**src/rtl/nibble_serial_adder_ctrl.sv**
```systemverilog
// Serial WIDTH-bit add/subtract sequencer for one shared 4-bit adder slice.
// One nibble per cycle, LSB nibble first, valid/ready on command and result.
module nibble_serial_adder_ctrl #(
    parameter int WIDTH = 32
) (
    input  logic             clk,
    input  logic             rst,
    input  logic             start_valid,
    output logic             start_ready,
    input  logic [WIDTH-1:0] op_a,
    input  logic [WIDTH-1:0] op_b,
    input  logic             sub,
    output logic             slice_cin,
    output logic [3:0]       slice_a,
    output logic [3:0]       slice_b,
    input  logic [3:0]       slice_sum,
    input  logic             slice_cout,
    output logic             result_valid,
    input  logic             result_ready,
    output logic [WIDTH-1:0] result,
    output logic             carry_out,
    output logic             overflow,
    output logic             zero
);

    localparam int N  = WIDTH / 4;
    localparam int IW = (N > 1) ? $clog2(N) : 1;
    localparam logic [IW-1:0] LAST = IW'(N - 1);

    typedef enum logic [1:0] {IDLE, RUN, DONE} state_t;

    state_t           state;
    logic [WIDTH-1:0] a_reg;
    logic [WIDTH-1:0] b_reg;
    logic             sub_reg;
    logic             carry_reg;
    logic [IW-1:0]    idx;
    logic [WIDTH-1:0] res_next;
    logic             running;

    assign running = (state == RUN);

    // Result as it will look once the current nibble is written back
    always_comb begin
        res_next = result;
        res_next[4*idx +: 4] = slice_sum;
    end

    assign slice_a   = running ? a_reg[4*idx +: 4] : 4'h0;
    assign slice_b   = running ? b_reg[4*idx +: 4] : 4'h0;
    assign slice_cin = running && ((idx == '0) ? sub_reg : carry_reg);

    always_ff @(posedge clk) begin
        if (rst) begin
            state        <= IDLE;
            start_ready  <= 1'b1;
            result_valid <= 1'b0;
            result       <= '0;
            carry_out    <= 1'b0;
            overflow     <= 1'b0;
            zero         <= 1'b0;
            idx          <= '0;
            a_reg        <= '0;
            b_reg        <= '0;
            sub_reg      <= 1'b0;
            carry_reg    <= 1'b0;
        end else begin
            case (state)
                IDLE: begin
                    if (start_valid) begin
                        a_reg       <= op_a;
                        b_reg       <= sub ? ~op_b : op_b;
                        sub_reg     <= sub;
                        carry_reg   <= 1'b0;
                        result      <= '0;
                        idx         <= '0;
                        start_ready <= 1'b0;
                        state       <= RUN;
                    end
                end
                RUN: begin
                    result    <= res_next;
                    carry_reg <= slice_cout;
                    if (idx == LAST) begin
                        idx          <= '0;
                        state        <= DONE;
                        result_valid <= 1'b1;
                        carry_out    <= slice_cout;
                        overflow     <= (a_reg[WIDTH-1] == b_reg[WIDTH-1]) &&
                                        (slice_sum[3] != a_reg[WIDTH-1]);
                        zero         <= (res_next == '0);
                    end else begin
                        idx <= idx + 1'b1;
                    end
                end
                DONE: begin
                    if (result_ready) begin
                        result_valid <= 1'b0;
                        start_ready  <= 1'b1;
                        state        <= IDLE;
                    end
                end
                default: state <= IDLE;
            endcase
        end
    end

endmodule

```
**config.mk**
```make
export PLATFORM = sky130hd
export DESIGN_NAME = nibble_serial_adder_ctrl
export DESIGN_NICKNAME = d
export VERILOG_FILES = /design/src/rtl/nibble_serial_adder_ctrl.sv
export SDC_FILE = /design/constraint.sdc
export NUM_CORES = 1
export LEC_CHECK = 0
export ABC_AREA = 1
export BUFFER_PORTS_ARGS = -buffer_cell sky130_fd_sc_hd__buf_2
export CAP_MARGIN = 15
export CORE_ASPECT_RATIO = 2
export CORE_UTILIZATION = 35
export DETAILED_ROUTE_END_ITERATION = 8
export PLACE_DENSITY = 0.55
export SYNTH_ARGS = -nofsm -noshare
export SYNTH_HDL_FRONTEND = slang
export SYNTH_SLANG_ARGS = --single-unit
```
**constraint.sdc**
```tcl
create_clock -name clk -period 2.44 [get_ports clk]
set_input_delay 0.244 -clock clk [delete_from_list [all_inputs] [get_ports clk]]
set_output_delay 0.244 -clock clk [all_outputs]
set_load 0.05 [all_outputs]
```
# ---- Word level (Yosys, flattened, before mapping)
# Cells that the tools add are included.
dict set report totals {
  word_cells 62
  in_bits 74
  ff_bits 108
}
dict set report classes {
  addsub 2
  n_bitwise 1
  n_shift 4
  n_reduce_logical 14
  n_eq_ne 8
  mux 21
}
# cell count
set ops {}
lappend ops {{2-to-1 mux 32 bit} 2}
lappend ops {{case mux 32 bit (2 select lines)} 1}
lappend ops {{variable part select 32 x 6 -> 4 bit} 2}
lappend ops {{negation 5 -> 34 bit} 1}
lappend ops {{variable shift 4 x 34 -> 32 bit, first input constant} 1}
lappend ops {{variable part select 4 x 34 -> 32 bit} 1}
lappend ops {{bitwise mux 32 bit} 1}
lappend ops {{zero test 32 bit} 1}
lappend ops {{inverter 32 bit} 1}
lappend ops {{AND reduction 3 bit} 3}
lappend ops {{2-to-1 mux 4 bit} 2}
lappend ops {{2-to-1 mux 2 bit} 3}
lappend ops {{2-to-1 mux 3 bit} 2}
lappend ops {{case mux 1 bit (2 select lines)} 3}
lappend ops {{case mux 2 bit (3 select lines)} 1}
lappend ops {{case mux 3 bit (2 select lines)} 1}
lappend ops {{AND reduction 2 bit} 3}
lappend ops {{nonzero test 2 bit} 3}
lappend ops {{2-to-1 mux 1 bit} 5}
lappend ops {{!= test 2 bit, second input constant} 2}
lappend ops {{adder 3 x 1 -> 3 bit, second input constant} 1}
lappend ops {{equality test 3 bit, second input constant} 1}
lappend ops {{zero test 3 bit} 1}
lappend ops {{equality test 2 x 1 -> 1 bit, second input constant} 1}
lappend ops {{other kinds (6)} 7}

# ---- Longest topological paths before layout
dict set report depth {
  depth_word 4
  depth_mapped 18
  mapped_depth_nobuf 15
}

# ---- Worst setup path after synthesis
# No wires, ideal clock.
dict set report synth_path {
  kind {flip-flop to output port}
  start {register idx[0]}
  end {output port slice_cin}
  stages_incl_launch_ff 8
  slack_ps 35
  t_arrival_ps 2161
  path_cell_list {dfxtp_1 inv_1 buf_2 clkbuf_1 ha_1 ha_1 nand2_1 a21oi_1}
}
dict set report synth_via {
  elab_chain_cells 3
}
# item line
set synth_lines {}
lappend synth_lines {{from (decl)} 37} ;# logic [IW-1:0] idx;
lappend synth_lines {{from (signal assigned)} 93} ;# idx <= idx + 1'b1;
lappend synth_lines {{zero test 3 bit} 51} ;# assign slice_cin = running && ((idx == '0) ? sub_reg : carry_reg);
lappend synth_lines {{2-to-1 mux 1 bit} 51}
lappend synth_lines {{logical AND 1 bit} 51}
lappend synth_lines {{to (decl)} 13} ;# output logic slice_cin,
# Every way passes these cells.

# ---- Worst setup path after layout
dict set report layout_path {
  start {register idx[0]}
  end {output port slice_a[2]}
}
dict set report layout_via {
  elab_chain_cells 2
}
# item line
set layout_lines {}
lappend layout_lines {{variable part select 32 x 6 -> 4 bit} 49} ;# assign slice_a = running ? a_reg[4*idx +: 4] : 4'h0;
lappend layout_lines {{2-to-1 mux 4 bit} 49}
lappend layout_lines {{to (decl)} 14} ;# output logic [3:0] slice_a,
# Every way passes these cells.

==> run summary <==
The worst setup path is launched from a flip-flop. The flow ran to the end, and the final reports show no timing, DRC or antenna violations. The ratio of cells with drive above 1 in the final layout came out at 18.5%. The area fraction of the dominant cell type after synthesis came out at 38.9%. Relative to the synthesized area, the layout overhead comes to 20.2%. Summed over all failing endpoints, the final setup total negative slack is 0 ns. The total CTS buffers is 9. After detailed routing, the number of remaining DRC violations is 0. The library cell with the highest instance count after synthesis is sky130_fd_sc_hd__nand2_1. For this run, the leading register cell type out of synthesis is sky130_fd_sc_hd__dfxtp_1. The worst-case headroom to the max-slew limit came out at 58.1%. The highest cell delay on the worst timing path came out at 0.34 ns.

The routed wire length came out at 17.2 mm. The fraction of the yosys area taken by sequential cells came out at 38.9%. The initial antenna violation count was 0. The sum of net half-perimeters after detailed placement came out at 12.9 mm. Counting flops with an async set or reset pin after synthesis yields a share of 0%. The final layout contains 1009 nets. The aggregate global routing overflow is 0. The area of the die came out at 16400 um^2. The tree built by TritonCTS fans out to 108 sinks.

The maximum number of pins on one net before global-route repair came out at 54. The maximum frequency from static timing analysis is 447 MHz. The endpoint identified for the worst register-to-register timing path is zero$_SDFFE_PP0P_. The worst hold path startpoint is result_ready. Once the floorplan was initialized, standard cells occupied 36.2% of the core. The count of inserted antenna diode cells came out at 0. The largest total area in the synthesized netlist belongs to sky130_fd_sc_hd__dfxtp_1.

The worst hold path terminates at state[1]$_SDFFE_PP0P_. The remaining antenna violation count after routing came out at 0. The final hold violation count came out at 0.

The leakage power summed over all cells is 2.98 nW. The number of synthesized register bits came out at 108. The final RePlAce weighted congestion came out at 0.910. The total power divided by cell area is 637 nW/um^2. The launch point of the worst reg-to-reg path is idx[0]$_SDFFE_PP0P_. The transition time at the pin with the least slew margin is 0.629 ns.

Pin placement for this block handled 120 I/O pins. Synthesis produced a netlist with a net count of 912. For the worst setup path, the data required time is 2.20 ns.

The tightest min-delay check is of the primary input to flip-flop type. The count of TritonRoute iterations in the first routing pass came out at 5. The number of port buffers came out at 119. The total number of vias is 5543. The detailed-route vias per instance is 4.91. The die is 180 um tall.

The depth of the worst register-to-register path came out at 13. The commonest cells after synthesis are 172 x sky130_fd_sc_hd__nand2_1, 124 x sky130_fd_sc_hd__nor2_1, 108 x sky130_fd_sc_hd__dfxtp_1, 91 x sky130_fd_sc_hd__o21ai_0, 72 x sky130_fd_sc_hd__a21oi_1. The smallest clock period supported by the final layout is computed as 2.24 ns.

The final max-slew violation count came out at 0. The worst hold path stage count came out at 2. The worst ir drop on vdd is 356 uV. The worst-case clock skew came out at 0.00724 ns. After synthesis, the cell types taking the most area are sky130_fd_sc_hd__dfxtp_1 39%, sky130_fd_sc_hd__nand2_1 12%, sky130_fd_sc_hd__nor2_1 8.4%. The number of distinct library cells after synthesis is 27. Clock latency on the worst-skew pair, taken at its later pin, is 0.36 ns. The cell area after synthesis is 5560 um^2. The number of filler cells placed in the layout is 1741.

The first-pass GRT wire length is 26.9 mm. STA puts the critical path data arrival time at 1.99 ns. The final number of setup-violating endpoints is 0. The clock-pin slew of the registers on the worst-case setup and hold paths came out at 0.08 ns. The setup slack of the most critical reg-to-reg path is 0.27 ns. The number of DRC markers after the initial detailed-route iteration is 171.

The number of buffers on the longest clock path came out at 2. The number of violations of the max-capacitance limit came out at 0. Traced cell by cell, the critical path runs through buf_6 > buf_6 > o21ai_0 > o22ai_1 > o21ai_0 > a31oi_1 > buf_2.

The number of enable-type register cells in the synthesized netlist came out at 0. For this run, the total global-route usage over all layers was measured as 21.1%. The post-placement setup slack came out at 0.150 ns. Setup repair after global routing left no endpoint under its margin. The number of warnings printed during yosys synthesis is 0. The buffer cell driving the clock tree root is sky130_fd_sc_hd__clkbuf_16. Buffers added to address setup during post-CTS repair amount to 0. The via count of the first global-routing pass came out at 5394. The total area inside the core boundary comes to 15400 um^2. The classification of the worst setup path is flip-flop to output port. The cell count after synthesis came out at 830.

After detailed routing, the average wire length per cell comes to 15.2 um. In this run the number of H-tree levels came out at 3. Measured along the x axis, the die boundary spans 91.1 um.

The average footprint of a synthesized cell came out at 6.70 um^2. The setup slack after layout is 0.203 ns. The final critical path takes up 91.7% of the cycle. TritonCTS built the clock tree. STA classifies the critical path endpoint as an output port. The floorplan has 64 rows. The slowest cell on the critical path is sky130_fd_sc_hd__dfxtp_1. The maximum fanout count along the critical path is 21.
## layout by cell type, fill, tap and decap left out, types with 4 or more instances in the layout
master,n
sky130_fd_sc_hd__a211oi_1,15
sky130_fd_sc_hd__a21oi_1,71
sky130_fd_sc_hd__a31oi_1,9
sky130_fd_sc_hd__buf_2,118
sky130_fd_sc_hd__buf_4,16
sky130_fd_sc_hd__clkbuf_16,9
sky130_fd_sc_hd__dfxtp_1,108
sky130_fd_sc_hd__ha_1,7
sky130_fd_sc_hd__inv_1,65
sky130_fd_sc_hd__inv_2,4
sky130_fd_sc_hd__nand2_1,171
sky130_fd_sc_hd__nand2_2,4
sky130_fd_sc_hd__nand3_1,56
sky130_fd_sc_hd__nand3b_1,5
sky130_fd_sc_hd__nor2_1,122
sky130_fd_sc_hd__nor2_2,6
sky130_fd_sc_hd__o21ai_0,91
sky130_fd_sc_hd__o22ai_1,4
sky130_fd_sc_hd__xnor2_1,15
sky130_fd_sc_hd__xor2_1,17
## stage by stage
step | std cells | instance area [um^2] | hold slack [ns] | power, mW | utilization (%)
global route | 1130 | 6680 | 0.114 | 4.45 | 43.5
CTS | 1130 | 6650 | 0.0989 | 4.30 | 43.2
finish | 1130 | 6680 | 0.105 | 4.25 | 43.5
global placement | 1114 | 6340 | 0.442 | 2.73 | 41.2
floorplan | 830 | 5560 | 0.349 | 2.49 | -
detailed placement | 1114 | 6340 | 0.446 | 2.74 | 41.2
## what timing repair did
action / 4_1_cts / 5_1_grt
endpoints found under the hold margin: 0 / 0
setup endpoints to repair: 0 / 5
hold buffers: 0 / 0
gates resized for setup: 0 / 11
## how the worst max path moves through the flow
stage                                   start                 to  slack, ns
after floorplan           idx[0]$_SDFFE_PP0P_          slice_cin       0.03
after global placement    idx[0]$_SDFFE_PP0P_  zero$_SDFFE_PP0P_       0.15
after detailed placement  idx[0]$_SDFFE_PP0P_  zero$_SDFFE_PP0P_       0.15
after CTS                 idx[0]$_SDFFE_PP0P_         slice_a[2]       0.03
after global routing      idx[0]$_SDFFE_PP0P_         slice_a[1]    0.00002
final                     idx[0]$_SDFFE_PP0P_         slice_a[2]       0.20
## cell families (layout without fill, tap and decap cells)
logic type | after synthesis | count (layout) | synth area share, %
AO/OA/AOI/OAI | 194 | 194 | 18.6
adder cells (fa/ha/maj) | 8 | 8 | 1.80
AND/OR/NAND/NOR | 367 | 367 | 27.0
flip-flops | 108 | 108 | 38.9
XOR/XNOR | 32 | 32 | 5.04
buffers and inverters | 121 | 223 | 8.71
## report_power, final
group / internal [mW] / leakage (nW) / switching, mW
registers: 1.87 / 0.887 / 0.0512
clock network: 0.822 / 0.152 / 0.730
logic: 0.265 / 1.94 / 0.519
total: 2.95 / 2.98 / 1.30
## worst max-delay path, delay by kind of cell, from the launching register on
family                 cells  cell delay [ns]
flip-flops                 1             0.34
AO/OA/AOI/OAI              4             0.58
buffers and inverters      3             0.72
## layer usage
metal	vias up	track usage, %	share of wire (%)
met3	48	2.45	2.8
li1	2874	-	-
met5	-	0	0
met1	2493	20.1	36
met4	0	11.9	5.0
met2	128	42.2	56
## area by class of cell
cell class                 count  area (um^2)  area share (%)
sequential                   108         2160            32.4
clock inverter                 6         83.8            1.25
tap                          198          248            3.71
clock buffer                  10          229            3.43
timing repair buffer         137          753            11.3
inverter                      70          263            3.93
multi-input combinational    601         2940            44.1
Note: power is estimated with default switching activity, not from simulation.
